$ cat config.mk
export PLATFORM = sky130hd
export DESIGN_NAME = serv_rf_ram_sched
export DESIGN_NICKNAME = d
export VERILOG_FILES = /design/src/rtl/serv_rf_ram_sched.sv
export SDC_FILE = /design/constraint.sdc
export NUM_CORES = 1
export LEC_CHECK = 0
export CORE_ASPECT_RATIO = 0.75
export CORE_MARGIN = 4
export CORE_UTILIZATION = 52
export CTS_CLUSTER_SIZE = 20
export DETAILED_ROUTE_END_ITERATION = 12
export PLACE_DENSITY = 0.77
export REMOVE_ABC_BUFFERS = 1
export SLEW_MARGIN = 20
export SYNTH_ARGS = -nofsm -noshare
export SYNTH_HDL_FRONTEND = slang
export SYNTH_SLANG_ARGS = --single-unit
export TNS_END_PERCENT = 50
$ cat constraint.sdc
create_clock -name i_clk -period 5.59 [get_ports i_clk]
set_input_delay 0.8385 -clock i_clk [delete_from_list [all_inputs] [get_ports i_clk]]
set_output_delay 0.8385 -clock i_clk [all_outputs]
set_load 0.05 [all_outputs]
$ cat src/rtl/serv_rf_ram_sched.sv
// serv_rf_ram_sched
//   Schedules the serial register-file port pair (2 read, 2 write, W bits per
//   step) onto a single simple dual-port RAM (1R1W, RW-bit words, one cycle
//   registered read latency).
//   - Write side: serial data is packed into RAM words and written out one
//     cycle after the step that completes a word. If both ports complete in
//     the same step, port 0 goes first and port 1 follows a cycle later.
//   - Read side: i_rreq fetches word 0 of both registers (rs1 then rs2),
//     pulses o_ready, then streams LSB first. Every port has a shift register
//     and a holding register for the next word. A new word is prefetched as
//     soon as the holding register is loaded into the shift register.
//
// Ports
//   i_clk, i_rst              clock, synchronous active-high reset
//   i_rreq, o_ready           read start pulse / first words buffered pulse
//   i_cnt_en                  advance one W-bit step (both streams)
//   i_rreg0/1, o_rdata0/1     read port registers and serial read data
//   i_wreg0/1, i_wen0/1,
//   i_wdata0/1                write port registers, enables, serial data
//   o_waddr/o_wdata/o_wen     RAM write port (registered)
//   o_raddr/o_ren, i_rdata    RAM read port; i_rdata valid 1 cycle after o_ren
//
// Configuration
//   SERV_RF_RAM_SCHED_X0_GUARD_EN: when defined, reads of register 0 return
//   zeros without touching the RAM, and writes to register 0 are dropped.
module serv_rf_ram_sched #(
  parameter  int WITH_CSR = 1,
  parameter  int W        = 1,
  parameter  int RW       = 8,
  localparam int RAW      = $clog2((32 + 4 * WITH_CSR) * 32 / RW)
) (
  input  logic                  i_clk,
  input  logic                  i_rst,
  input  logic                  i_rreq,
  output logic                  o_ready,
  input  logic                  i_cnt_en,
  input  logic [4+WITH_CSR:0]   i_rreg0,
  input  logic [4+WITH_CSR:0]   i_rreg1,
  output logic [W-1:0]          o_rdata0,
  output logic [W-1:0]          o_rdata1,
  input  logic [4+WITH_CSR:0]   i_wreg0,
  input  logic [4+WITH_CSR:0]   i_wreg1,
  input  logic                  i_wen0,
  input  logic                  i_wen1,
  input  logic [W-1:0]          i_wdata0,
  input  logic [W-1:0]          i_wdata1,
  output logic [RAW-1:0]        o_waddr,
  output logic [RW-1:0]         o_wdata,
  output logic                  o_wen,
  output logic [RAW-1:0]        o_raddr,
  output logic                  o_ren,
  input  logic [RW-1:0]         i_rdata
);

  localparam int RB   = 5 + WITH_CSR;     // register address width
  localparam int NW   = 32 / RW;          // RAM words per register
  localparam int SS   = RW / W;           // steps per RAM word
  localparam int NPOS = 32 / W;           // steps per register
  localparam int PB   = $clog2(NPOS);
  localparam int FB   = $clog2(NW + 1);   // fetch index, counts up to NW

`ifdef SERV_RF_RAM_SCHED_X0_GUARD_EN
  localparam bit X0G = 1'b1;
`else
  localparam bit X0G = 1'b0;
`endif

  typedef enum logic [1:0] {IDLE, FILL1, FILL2, STREAM} state_t;

  // RAM address = register * words-per-register + word index
  function automatic logic [RAW-1:0] addr_of(input logic [RB-1:0] r, input int w);
    int a;
    a = int'(r) * NW + w;
    return a[RAW-1:0];
  endfunction

  // ---------------------------------------------------------------- step count
  logic [PB-1:0] pos;
  logic          sub_last, pos_last;
  int            word;

  assign sub_last = (int'(pos) % SS) == SS - 1;
  assign pos_last = int'(pos) == NPOS - 1;
  assign word     = int'(pos) / SS;

  always_ff @(posedge i_clk) begin
    if (i_rst)         pos <= '0;
    else if (i_cnt_en) pos <= pos_last ? '0 : pos + 1'b1;
  end

  // ---------------------------------------------------------------- read side
  state_t                 state;
  logic [1:0][RB-1:0]     rreg_q;
  logic [1:0]             zr;       // port reads register 0 under the x0 guard
  logic [1:0][RW-1:0]     shift, hold;
  logic [1:0]             hfull, infl;
  logic [1:0][FB-1:0]     fw;       // next word index to fetch per port
  logic                   rv, rp;   // read return pending next cycle, and its port
  logic                   ready;
  logic [1:0]             can, iss;
  logic                   zr_new0, zr_new1;
  logic                   load, shift_en;

  assign zr_new0 = X0G && (i_rreg0 == '0);
  assign zr_new1 = X0G && (i_rreg1 == '0);

  always_comb begin
    can = '0;
    for (int p = 0; p < 2; p++)
      can[p] = (state == STREAM) && !hfull[p] && !infl[p] && (int'(fw[p]) < NW);
  end

  // one prefetch per cycle, rs1 has priority; a new request overrides it
  assign iss[0] = !i_rreq && can[0];
  assign iss[1] = !i_rreq && !can[0] && can[1];

  // holding register moves into the shift register on the step after a word
  // is fully shifted out, except after the last word of the register
  assign shift_en = (state == STREAM) && i_cnt_en;
  assign load     = shift_en && sub_last && !pos_last;

  // read port is driven combinationally so the first fetch goes out in the
  // same cycle as i_rreq
  always_comb begin
    o_ren   = 1'b0;
    o_raddr = '0;
    if (i_rreq) begin
      o_ren   = !zr_new0;
      o_raddr = addr_of(i_rreg0, 0);
    end else if (state == FILL1) begin
      o_ren   = !zr[1];
      o_raddr = addr_of(rreg_q[1], 0);
    end else if (iss[0]) begin
      o_ren   = !zr[0];
      o_raddr = addr_of(rreg_q[0], int'(fw[0]));
    end else if (iss[1]) begin
      o_ren   = !zr[1];
      o_raddr = addr_of(rreg_q[1], int'(fw[1]));
    end
  end

  always_ff @(posedge i_clk) begin
    if (i_rst) begin
      state  <= IDLE;
      rreg_q <= '0;
      zr     <= '0;
      shift  <= '0;
      hold   <= '0;
      hfull  <= '0;
      infl   <= '0;
      fw     <= '0;
      rv     <= 1'b0;
      rp     <= 1'b0;
      ready  <= 1'b0;
    end else begin
      ready <= 1'b0;
      rv    <= 1'b0;
      if (i_rreq) begin
        // restart: anything buffered or in flight is dropped
        state     <= FILL1;
        rreg_q[0] <= i_rreg0;
        rreg_q[1] <= i_rreg1;
        zr        <= {zr_new1, zr_new0};
        hfull     <= '0;
        infl      <= '0;
        fw        <= {FB'(1), FB'(1)};
      end else begin
        unique case (state)
          FILL1: begin
            shift[0] <= zr[0] ? '0 : i_rdata;
            ready    <= 1'b1;
            state    <= FILL2;
          end
          FILL2: begin
            shift[1] <= zr[1] ? '0 : i_rdata;
            state    <= STREAM;
          end
          STREAM: begin
            rv <= (iss[0] && !zr[0]) || (iss[1] && !zr[1]);
            rp <= iss[1];
            for (int p = 0; p < 2; p++) begin
              if (load) begin
                shift[p] <= hold[p];
                hfull[p] <= 1'b0;
              end else if (shift_en) begin
                shift[p] <= shift[p] >> W;
              end
              if (rv && (int'(rp) == p)) begin
                hold[p]  <= i_rdata;
                hfull[p] <= 1'b1;
                infl[p]  <= 1'b0;
              end
              if (iss[p]) begin
                fw[p] <= fw[p] + FB'(1);
                if (zr[p]) begin
                  // x0 under guard: fill with zeros, no RAM access
                  hold[p]  <= '0;
                  hfull[p] <= 1'b1;
                end else begin
                  infl[p] <= 1'b1;
                end
              end
            end
            if (i_cnt_en && pos_last) state <= IDLE;
          end
          default: ;
        endcase
      end
    end
  end

  assign o_ready  = ready;
  assign o_rdata0 = shift[0][W-1:0];
  assign o_rdata1 = shift[1][W-1:0];

  // ---------------------------------------------------------------- write side
  logic [1:0][RW-1:0] wbuf, wnext;
  logic               wdone0, wdone1;
  logic               pend;
  logic [RAW-1:0]     paddr;
  logic [RW-1:0]      pdata;

  // serial data enters at the top so the first step ends up in bit 0
  assign wnext[0] = {i_wdata0, wbuf[0][RW-1:W]};
  assign wnext[1] = {i_wdata1, wbuf[1][RW-1:W]};

  assign wdone0 = i_cnt_en && i_wen0 && sub_last && !(X0G && (i_wreg0 == '0));
  assign wdone1 = i_cnt_en && i_wen1 && sub_last && !(X0G && (i_wreg1 == '0));

  always_ff @(posedge i_clk) begin
    if (i_rst) begin
      wbuf    <= '0;
      pend    <= 1'b0;
      paddr   <= '0;
      pdata   <= '0;
      o_wen   <= 1'b0;
      o_waddr <= '0;
      o_wdata <= '0;
    end else begin
      if (i_cnt_en && i_wen0) wbuf[0] <= wnext[0];
      if (i_cnt_en && i_wen1) wbuf[1] <= wnext[1];
      o_wen <= 1'b0;
      if (wdone0) begin
        o_wen   <= 1'b1;
        o_waddr <= addr_of(i_wreg0, word);
        o_wdata <= wnext[0];
        if (wdone1) begin
          // port 1 loses the single write port this cycle; park it
          pend  <= 1'b1;
          paddr <= addr_of(i_wreg1, word);
          pdata <= wnext[1];
        end
      end else if (wdone1) begin
        o_wen   <= 1'b1;
        o_waddr <= addr_of(i_wreg1, word);
        o_wdata <= wnext[1];
      end else if (pend) begin
        o_wen   <= 1'b1;
        o_waddr <= paddr;
        o_wdata <= pdata;
        pend    <= 1'b0;
      end
    end
  end

endmodule
# Word level (Yosys, flattened, before mapping)

Index checks and enable logic that the tools add are counted.

Flip-flop bits (word level): 114
Word-level logic and storage cells: 150

Add/subtract/negate cells: 7
Order comparisons: 2
Eq/ne operators: 10
Multiplexer cells: 42
Bitwise gates (word level): 3
Reductions and logical operators: 58

Operators by type and width:

| cell                                                            | count |
|---|---|
| 8-bit 2-to-1 mux                                                | 14 |
| 8-bit case mux with 2 select lines                              | 2 |
| 2-bit AND reduction                                             | 13 |
| 1-bit 2-to-1 mux                                                | 20 |
| 1-bit logical AND                                               | 19 |
| 2-bit nonzero test                                              | 9 |
| 8-bit by 2-bit adder with 8-bit output                          | 2 |
| 8-bit by 3-bit adder with 8-bit output                          | 2 |
| 3-bit AND reduction                                             | 4 |
| 4-bit 2-to-1 mux                                                | 2 |
| 1-bit zero test                                                 | 7 |
| 3-bit by 1-bit adder with 3-bit output, second input constant   | 2 |
| 3-bit < comparator, second input constant                       | 2 |
| 2-bit case mux with 3 select lines                              | 1 |
| 3-bit nonzero test                                              | 2 |
| 5-bit by 1-bit adder with 5-bit output, second input constant   | 1 |
| 5-bit by 1-bit == test with 1-bit output, second input constant | 1 |
| 5-bit 2-to-1 mux                                                | 1 |
| 2-bit == test, second input constant                            | 2 |
| 2-bit by 1-bit != test with 1-bit output, second input constant | 2 |
| 4-bit nonzero test                                              | 1 |
| 3-bit by 1-bit == test with 1-bit output, second input constant | 1 |
| 3-bit 2-to-1 mux                                                | 1 |
| 3-bit by 2-bit != test with 1-bit output, second input constant | 1 |
| 8 further kinds                                                 | 10 |

# Depth between registers and ports, before layout

Word-level depth: 11
Mapped depth: 12
Gate-level depth less buffers: 8

# Worst setup path before layout

OpenSTA, ideal clock, no wires.

Path type: input -> output
Start point: in i_rreq
End point: out o_raddr[2]
Arrival: 2.791 ns
Data required time: 4.752 ns
Path slack: 1.960 ns
Stages on the path: 5
Cells stage by stage: buf_2 -> or2b_1 -> nor3_2 -> a221oi_1 -> o31ai_1

Word-level cells in the longest chain between the ends: 7

Ends and longest elaborated chain:

| item                            | line     | text |
|---|---|---|
| start: declaration              | 34       | `input logic i_rreq,` |
| 1-bit zero test                 | 114, 115 |  |
| 1-bit logical AND (2 in series) | 115      | `assign iss[1] = !i_rreq && !can[0] && can[1];` |
| 8-bit 2-to-1 mux                | 136      | `end else if (iss[1]) begin` |
| 8-bit 2-to-1 mux                | 133      | `end else if (iss[0]) begin` |
| 8-bit 2-to-1 mux                | 130      | `end else if (state == FILL1) begin` |
| 8-bit 2-to-1 mux (*)            | 127      | `if (i_rreq) begin` |
| end: declaration                | 50       | `output logic [RAW-1:0] o_raddr,` |

Mark *: on every way between the ends. The rest lies on a longest branch, timed or not.

# Worst setup path in the final report

Start point: in i_rreq
End point: out o_raddr[3]

The elaborated chain is that of the path after synthesis.

==> results.cfg <==
[run_status]
status = finished clean

[floorplanning]
die_h_um = 94.3
initial_core_util = 0.535
core_mm2 = 0.00966
die_width_um = 123
dieArea_mm2 = 0.0116
io-pin-count = 69
rows = 31

[final_layout]
fillCellCount = 783
nets = 697
drive_gt1_frac = 0.0526
final_cell_mix = dfxtp_1, nand2_1, nor2_1
design_area_mm2 = 0.00619
final_common_cell = dfxtp_1
fin_cells = 779
diodes = 0
final_util = 0.641
area_delta_synth_final_pct = 19.8

[synthesis]
syn-cell-area_mm2 = 0.00517
synth.largest_area_cell = dfxtp_1
synth_enable_flop_cells = 0
synth_top_area_share = 0.434
synth_seq_area_share = 0.434
ys_ff_latch = 112
async_flop_share = 0
ys_top_cells_by_area = dfxtp_1, mux2i_1, nand2_1, a21oi_1, nor2_1
synth_cells = 601
syn_avg_cell_area_um2 = 8.60
synth_ff_type = dfxtp_1
synth_warnings = 0
synth_cell_types = 50

[clocking]
ctsResizeCount = 0
cts_sinks = 112
clockRootBuffer = clkbuf_16
holdBufCountCts = 0
clock_latency_ns = 0.35
cts_setup_buffers = 0
clock_path_buffers = 2
path_clk_slew_ns = 0.07
h-tree-depth = 3
cts_tree = done
cts-buffers-inserted = 9

[routing]
drt_iter0_drc = 460
drc = 0
drt-pass1-iter-count = 5
wl_um = 12200
viasPerCell = 5.71
wl_per_cell_um = 15.6
vias = 4451
drtAntennaViolNets = 0

[sta]
slew_viol_final = 0
fin_crit_ns = 4.63
max-slew-margin-rel = 0.287
skew_ns = 0.0108
rsz0062_at_grt = false
fin_crit_sh = 0.829
setup_viol = 0
tns_ns = 0
max_freq_ghz = 0.216
hold_viol = 0
tightest_slew_ns = 1.07

[placed_design]
gp_congestion = 0.897
hpwl_um = 8090
dpl_cell_area_mm2 = 0.00586
placedCellCount = 763
io_buffers = 68

[global_routing]
antenna_found_initial = 0
grt_max_degree = 96
grt_use_total = 0.213
grt_overflow = 0
grt_pass1_wl_um = 19900
grt_pass1_vias = 4128

[critical_path]
crit_path_max_fanout = 26
setup.worst_path.end_class = primary output
critical_path_class = in2out
worstPathArrival_ns = 3.79
critPathLaunchType = input pin
worst_ep_required_time_ns = 4.75

[power_and_ir_drop]
pwr_density_cell_mw_per_mm2 = 271
leakage_nw = 2.34
peakVddDrop_mv = 0.168
power.total_mw = 1.68

[flow_run]
cap_viol_max_count = 0

[worst_hold_path]
hp-class = reg2reg
## registers in the layout, summed over array words and instances, names as in the netlist, 2 cells and up
name and count:
state 2, wbuf 14, hfull 2, infl 2
rreg_q 12, pdata 8, fw 6, paddr 8
o_waddr 8, o_wdata 8, shift 14, hold 16
pos 5
## synth_stat cells, types with 7 or more instances
| library cell | n |
|---|---|
| a211o_1 | 13 |
| a211oi_1 | 22 |
| a21oi_1 | 63 |
| a32oi_1 | 8 |
| a41o_1 | 7 |
| buf_2 | 13 |
| clkbuf_1 | 22 |
| dfxtp_1 | 112 |
| ha_1 | 15 |
| inv_1 | 8 |
| mux2i_1 | 52 |
| nand2_1 | 94 |
| nand3_1 | 23 |
| nor2_1 | 68 |
| nor2b_1 | 10 |
| o21ai_0 | 10 |
| xnor2_1 | 7 |
## cell families after synthesis
group,share of synthesized area
AO/OA/AOI/OAI,0.178
XOR/XNOR,0.0136
buffers and inverters,0.0455
AND/OR/NAND/NOR,0.190
adder cells (fa/ha/maj),0.0363
multiplexers,0.103
flip-flops,0.434
## where the power goes
| part | internal [mW] | leakage [nW] | switching (mW) |
|---|---|---|---|
| combinational | 0.0660 | 1.28 | 0.0911 |
| sequential | 0.812 | 0.907 | 0.0130 |
| clock | 0.407 | 0.159 | 0.286 |
## per-stage QoR
stage               hold slack, ns  setup WS, ns
floorplan                    0.425          1.44
global placement             0.442          1.11
detailed placement           0.446         0.985
CTS                          0.457         0.977
global route                 0.466         0.770
finish                       0.455         0.958
## worst max-delay path: stages
cell	delay (ns)
clkdlybuf4s50_1	0.40
buf_4	0.23
or2b_1	0.31
nor3_2	0.67
a221oi_1	0.17
o31ai_1	0.31
clkdlybuf4s50_1	0.85
## path summary, 6_finish.rpt
| path | to | slack (ns) | start | cells past startpoint |
|---|---|---|---|---|
| max | o_raddr[3] | 0.96 | i_rreq | 7 |
| min | hold[10]$_SDFFE_PP0P_ | 0.46 | hold[10]$_SDFFE_PP0P_ | 2 |
| max reg2reg | o_waddr[4]$_SDFFE_PP0P_ | 2.35 | pos[0]$_SDFFE_PP0P_ | 8 |
| min reg2reg | hold[10]$_SDFFE_PP0P_ | 0.46 | hold[10]$_SDFFE_PP0P_ | 2 |
## routing by layer
metal	up-vias	GRT usage	wire length (um)
li1	2188	-	-
met1	2093	0.292	5680
met2	157	0.333	5510
met3	13	0.0575	872
met4	0	0.0535	103
met5	-	0	0
## layout make-up
class,count,area (um^2),share of cell area
clock inverter,6,90.1,0.0146
clock buffer,10,239,0.0386
inverter,9,33.8,0.00546
multi-input combinational,435,2690,0.435
timing repair buffer,75,728,0.118
tap,132,165,0.0267
sequential,112,2240,0.362
(Power assumes the default switching activity.)
